$ cat src/rtl/mem_line_split.sv
// mem_line_split: turns one memory operand into one or two line-aligned
// requests for the memory/TLB stage.
//
// An operand is given as a start address and an inclusive end address. If
// both fall in the same line, one request is issued. If they fall in adjacent
// lines, two requests are issued, and line-address wrap from all-ones to zero
// counts as adjacent. If they span more than two lines, no request is issued
// and span_err pulses for one cycle. An rw code of 00 means the instruction
// does not use memory, so the operand is consumed and nothing else happens.
//
// Ports:
//   clk, clr             clock; synchronous active-high reset
//   in_valid/in_ready    operand handshake (in_ready = state is IDLE)
//   in_addr, in_addr_end first and last byte address of the access
//   in_rw, in_ptcid      rw code and instruction tag, passed through
//   req_valid/req_ready  line request handshake
//   req_line             line address (addr >> LINE_LOG2)
//   req_bytemask         bytes touched within the line
//   req_rw, req_ptcid    copies of the operand's rw code and tag
//   req_last             final request of the operand
//   req_split            operand spans two lines
//   span_err             one-cycle pulse: operand spans more than two lines
module mem_line_split #(
  parameter int LINE_LOG2 = 4,
  parameter int ID_WIDTH  = 7
) (
  input  logic                      clk,
  input  logic                      clr,
  input  logic                      in_valid,
  output logic                      in_ready,
  input  logic [31:0]               in_addr,
  input  logic [31:0]               in_addr_end,
  input  logic [1:0]                in_rw,
  input  logic [ID_WIDTH-1:0]       in_ptcid,
  output logic                      req_valid,
  input  logic                      req_ready,
  output logic [31-LINE_LOG2:0]     req_line,
  output logic [(2**LINE_LOG2)-1:0] req_bytemask,
  output logic [1:0]                req_rw,
  output logic [ID_WIDTH-1:0]       req_ptcid,
  output logic                      req_last,
  output logic                      req_split,
  output logic                      span_err
);

  localparam int LW = 32 - LINE_LOG2;
  localparam int MW = 2 ** LINE_LOG2;

  typedef enum logic [1:0] {
    IDLE = 2'd0,
    REQ0 = 2'd1,
    REQ1 = 2'd2
  } state_t;

  state_t state, state_nxt;

  // Mask with bits off..MW-1 set.
  function automatic logic [MW-1:0] lo_mask(input logic [LINE_LOG2-1:0] off);
    logic [MW-1:0] ones;
    ones = '1;
    return ones << off;
  endfunction

  // Mask with bits 0..off set.
  function automatic logic [MW-1:0] hi_mask(input logic [LINE_LOG2-1:0] off);
    logic [MW-1:0] ones;
    logic [LINE_LOG2-1:0] sh;
    ones = '1;
    sh   = ~off;
    return ones >> sh;
  endfunction

  logic                 accept;
  logic                 is_mem;
  logic [LW-1:0]        l0, l1, lines;
  logic [LINE_LOG2-1:0] so, eo;
  logic                 one_line, two_lines;

  // Second-request context captured when a split operand is accepted.
  logic [LW-1:0]        line1_q;
  logic [LINE_LOG2-1:0] eo_q;

  assign accept    = in_valid & in_ready;
  assign is_mem    = (in_rw != 2'b00);
  assign l0        = in_addr[31:LINE_LOG2];
  assign l1        = in_addr_end[31:LINE_LOG2];
  assign so        = in_addr[LINE_LOG2-1:0];
  assign eo        = in_addr_end[LINE_LOG2-1:0];
  // The subtraction wraps modulo 2**LW, so a start in the top line and an
  // end in line zero give a distance of one.
  assign lines     = l1 - l0;
  assign one_line  = (lines == '0);
  assign two_lines = (lines == LW'(1));

  always_ff @(posedge clk) begin
    if (clr) state <= IDLE;
    else     state <= state_nxt;
  end

  always_comb begin
    state_nxt = state;
    unique case (state)
      IDLE: begin
        if (accept && is_mem && (one_line || two_lines)) state_nxt = REQ0;
      end
      REQ0: begin
        if (req_ready) state_nxt = req_last ? IDLE : REQ1;
      end
      REQ1: begin
        if (req_ready) state_nxt = IDLE;
      end
      default: state_nxt = IDLE;
    endcase
  end

  always_comb begin
    in_ready  = (state == IDLE);
    req_valid = (state == REQ0) || (state == REQ1);
  end

  // Request payload registers. They change only on accept and on the
  // REQ0 -> REQ1 step, so they hold still while downstream stalls.
  always_ff @(posedge clk) begin
    if (clr) begin
      req_line     <= '0;
      req_bytemask <= '0;
      req_rw       <= '0;
      req_ptcid    <= '0;
      req_last     <= 1'b0;
      req_split    <= 1'b0;
      span_err     <= 1'b0;
      line1_q      <= '0;
      eo_q         <= '0;
    end else begin
      span_err <= accept && is_mem && !one_line && !two_lines;
      if (state == IDLE) begin
        if (accept && is_mem && one_line) begin
          req_line     <= l0;
          req_bytemask <= lo_mask(so) & hi_mask(eo);
          req_rw       <= in_rw;
          req_ptcid    <= in_ptcid;
          req_last     <= 1'b1;
          req_split    <= 1'b0;
        end else if (accept && is_mem && two_lines) begin
          req_line     <= l0;
          req_bytemask <= lo_mask(so);
          req_rw       <= in_rw;
          req_ptcid    <= in_ptcid;
          req_last     <= 1'b0;
          req_split    <= 1'b1;
          line1_q      <= l1;
          eo_q         <= eo;
        end
      end else if (state == REQ0 && req_ready && !req_last) begin
        req_line     <= line1_q;
        req_bytemask <= hi_mask(eo_q);
        req_last     <= 1'b1;
      end
    end
  end

endmodule

$ cat config.mk
export PLATFORM = sky130hd
export DESIGN_NAME = mem_line_split
export DESIGN_NICKNAME = d
export VERILOG_FILES = /design/src/rtl/mem_line_split.sv
export SDC_FILE = /design/constraint.sdc
export NUM_CORES = 1
export LEC_CHECK = 0
export ABC_CLOCK_PERIOD_IN_PS = 4340
export BUFFER_PORTS_ARGS = -buffer_cell sky130_fd_sc_hd__buf_2
export CAP_MARGIN = 20
export CELL_PAD_IN_SITES_DETAIL_PLACEMENT = 0
export CELL_PAD_IN_SITES_GLOBAL_PLACEMENT = 2
export CORE_ASPECT_RATIO = 0.7
export CORE_UTILIZATION = 32
export CTS_CLUSTER_SIZE = 28
export DETAILED_ROUTE_END_ITERATION = 10
export GPL_ROUTABILITY_DRIVEN = 0
export GPL_TIMING_DRIVEN = 0
export PLACE_DENSITY_LB_ADDON = 0.1
export SKIP_CTS_REPAIR_TIMING = 1
export SLEW_MARGIN = 20
export SYNTH_ARGS = -nofsm -noshare
export SYNTH_HDL_FRONTEND = slang
export SYNTH_SLANG_ARGS = --single-unit
$ cat constraint.sdc
create_clock -name clk -period 4.34 [get_ports clk]
set_input_delay 0 -clock clk [delete_from_list [all_inputs] [get_ports clk]]
set_output_delay 0 -clock clk [all_outputs]
set_load 0.01 [all_outputs]
==> metrics.txt <==
status=completed; slew at the pin with the worst max-slew slack=1.05 ns; initial antenna violation count=0; most frequent cells in the layout=147 x buf_2, 90 x dfxtp_1, 66 x nor2_1; Final period util=94.7%; Seq cells post-synth=90; RR Startpoint=state[0]$_SDFFE_PP0P_; Storage cell area=roughly 1800 sq um; delay-heaviest family, CP=compound AO/OA/AOI/OAI gates; fraction of registers with async set/reset=0%; overall routing resource usage=between 20% and 30%; CP arrival=4.34 ns; CP max-delay cell=a2111oi_0; Max-slew headroom=between 20% and 30%; commonest non-fill, non-tap cell in the layout=buf_2; Levels on crit path=14; Post-DRT Antenna Nets=0; post-layout util=between 40 and 50%; Via density=5.47; Final Power=between 0.002 and 0.0025 W; port bufs=about 130; R2R setup slack=around 1.6 ns; dpl ws=roughly 0.47 ns; Final #Nets=about 1100; Max Cap Viol=0; Fin Setup TNS=0 ns; hold path cells=3; Horiz. Die Dim=roughly 170 um; multi-input logic area=4090 sq um; Worst EP required=between 4 and 5 ns; Die Height=120 um; area grow syn2layout=26.8%; CTS root buf=clkbuf_16; Syn Inst Count=797; # rows=42; DR pass1 iterations=5; Post-synth top flop=dfxtp_1; CP Buf/Inv Count=4; share of cells above drive strength 1=a little under a fifth; Final WS setup=0.232 ns; clock latency on the worst-skew pair=0.36 ns; CP peak stage delay=0.70 ns; Crit Reg-Reg Endpoint=req_line[8]$_SDFFE_PP0P_; crit-path cells=dlygate4sd3_1 -> buf_2 -> ha_1 -> buf_2 -> a21oi_1 -> o21ai_1 -> a21oi_1 -> a311oi_1 -> a2111oi_0 -> and4b_1 -> nand4b_1 -> buf_2 -> o41ai_1 -> a21oi_1; Clk pin slew, worst setup/hold paths=0.07 ns; post-synth cell types=70; post-synthesis sequential area ratio=between 20% and 30%; number of synthesized flops with an enable pin=0; endpoints failing hold=0; CTS Buffer Depth=2; Lkg Pwr=between 3 and 4 nW; Core Box Area=19100 sq um; Post-Syn Area=6340 sq um; Register-to-Register Path Depth=7; minimum clock period=approximately 4 ns; 1st-iter DRT viols=approximately 670; Post-Route WL=about 24000 um; CTS tree=yes; met2 usage=between 20% and 30%; Setup Crit Path Kind=input pin to register; Mean Syn Cell Area=between 7 and 8 sq um; Power Density=~280 nW/um^2; # IOs=~140; HPWL after DPL=about 19000 um; Startpoint Class=input pin; # diodes=0; clock skew=0.00720 ns; global-route wire length before repair=~35000 um; post-route cell area=between 8000 and 9000 sq um; fillers=about 2000; Pins Over Slew Limit=0; synth warn=0; Hold Path Class=input pin to register; fmax=around 240 MHz; hold worst-path end=eo_q[1]$_SDFFE_PP0P_; routed via count=6812; Post-Syn Nets=a little over 900; Clock Sinks=90; GRT overflow=0; global routing's busiest layer=met1; H-tree depth=3; number of remaining DRC errors=0; die footprint=20400 sq um; initial core utilization=between 30% and 40%; CTS buffer count=9; global routing usage on met1=between 30% and 40%; Critical Path End Type=register; final setup fails=0; VDD IR max=between 100 and 150 uV; crit path max fanout=10; post-place instance area=roughly 7300 sq um; largest net degree at the start of global routing=17; Routed WL per cell=18.9 um; HP Start=in_addr_end[1]; met3 Track Usage GR=under 10%; vias in the first global route=5951
-- registers in the layout, indices dropped and copies added (netlist names) --
signal / cells
req_split: 1
req_last: 1
eo_q: 4
req_rw: 2
req_line: 28
span_err: 1
req_ptcid: 7
state: 2
line1_q: 28
req_bytemask: 16
-- Yosys cell counts, types with 4 or more instances --
master / number / area [sq um]
ha_1: 30 / 375
nor2b_1: 7 / 43.8
dfxtp_1: 90 / 1800
o41ai_1: 5 / 43.8
and2_1: 9 / 56.3
mux2i_1: 61 / 611
xnor2_1: 5 / 43.8
buf_6: 5 / 56.3
a2111oi_0: 6 / 52.6
clkbuf_1: 32 / 120
o211a_1: 4 / 40.0
or3_1: 8 / 50.1
nand2_1: 59 / 221
o31ai_1: 15 / 113
a21oi_1: 60 / 300
a21o_1: 12 / 90.1
nand4_1: 16 / 100
o21ai_0: 30 / 150
o21a_1: 7 / 52.6
buf_4: 5 / 37.5
buf_2: 16 / 80.1
a311oi_1: 12 / 105
a31oi_1: 11 / 68.8
nand3_1: 11 / 55.1
nand2b_1: 8 / 50.1
xor2_1: 5 / 43.8
nor2_1: 66 / 248
o211ai_1: 10 / 75.1
inv_1: 42 / 158
nor3_1: 55 / 275
o21ai_1: 4 / 20.0
nor4_1: 4 / 25.0
a211oi_1: 33 / 248
-- final cells by class --
cell class	count	area share, %
multi-input combinational	606	50.8
sequential	90	22.4
timing repair buffer	169	12.9
tap	264	4.11
buffer	59	3.72
clock buffer	10	2.85
inverter	42	1.96
clock inverter	6	1.21
-- per-layer routing --
layer | vias to the layer above | share of wire [%]
met5 | - | 0
met4 | 0 | 0.74
met3 | 12 | 6.7
met2 | 251 | 39
met1 | 3221 | 54
li1 | 3328 | -
-- through the flow --
stage,hold slack [ns],instances
floorplan,0.140,797
global placement,0.246,1192
detailed placement,0.251,1192
CTS,-0.130,1208
global route,0.0263,1246
finish,0.00669,1246
-- logic make-up (layout without fill, tap and decap cells) --
kind of cell	count (synthesis)	after routing	share of synthesized area [%]
AO/OA/AOI/OAI	245	245	27.1
XOR/XNOR	10	10	1.38
adder cells (fa/ha/maj)	31	31	6.24
buffers and inverters	101	286	7.20
flip-flops	90	90	28.4
multiplexers	61	61	9.63
AND/OR/NAND/NOR	259	259	20.0
-- how the worst max path moves through the flow --
| stage | to | slack (ns) | start |
|---|---|---|---|
| 2_1_floorplan | req_bytemask[6]$_SDFFE_PP0P_ | 1.51 | in_addr[19] |
| 3_3_place_gp | req_bytemask[6]$_SDFFE_PP0P_ | 0.48 | in_addr[16] |
| 3_5_place_dp | req_bytemask[6]$_SDFFE_PP0P_ | 0.47 | in_addr[16] |
| 4_1_cts | req_bytemask[6]$_SDFFE_PP0P_ | 0.83 | in_addr[16] |
| 5_1_grt | req_bytemask[6]$_SDFFE_PP0P_ | -0.001 | in_addr_end[4] |
| 6_report | req_bytemask[6]$_SDFFE_PP0P_ | 0.23 | in_addr_end[10] |
-- worst reg2reg max path: stages, from the launching register on --
cell and delay (ns):
dfxtp_1 0.33, inv_1 0.08, ha_1 0.17, clkbuf_1 0.30, clkbuf_1 0.43, clkbuf_1 0.84
mux2i_1 0.23, a211oi_1 0.27
-- where the power goes --
group          leakage [nW]  switching (W)  internal, W
clock                 0.159       0.000366     0.000514
combinational          2.90       0.000327     0.000203
sequential            0.725    0.000000107     0.000826
Note: power is estimated with default switching activity, not from simulation.
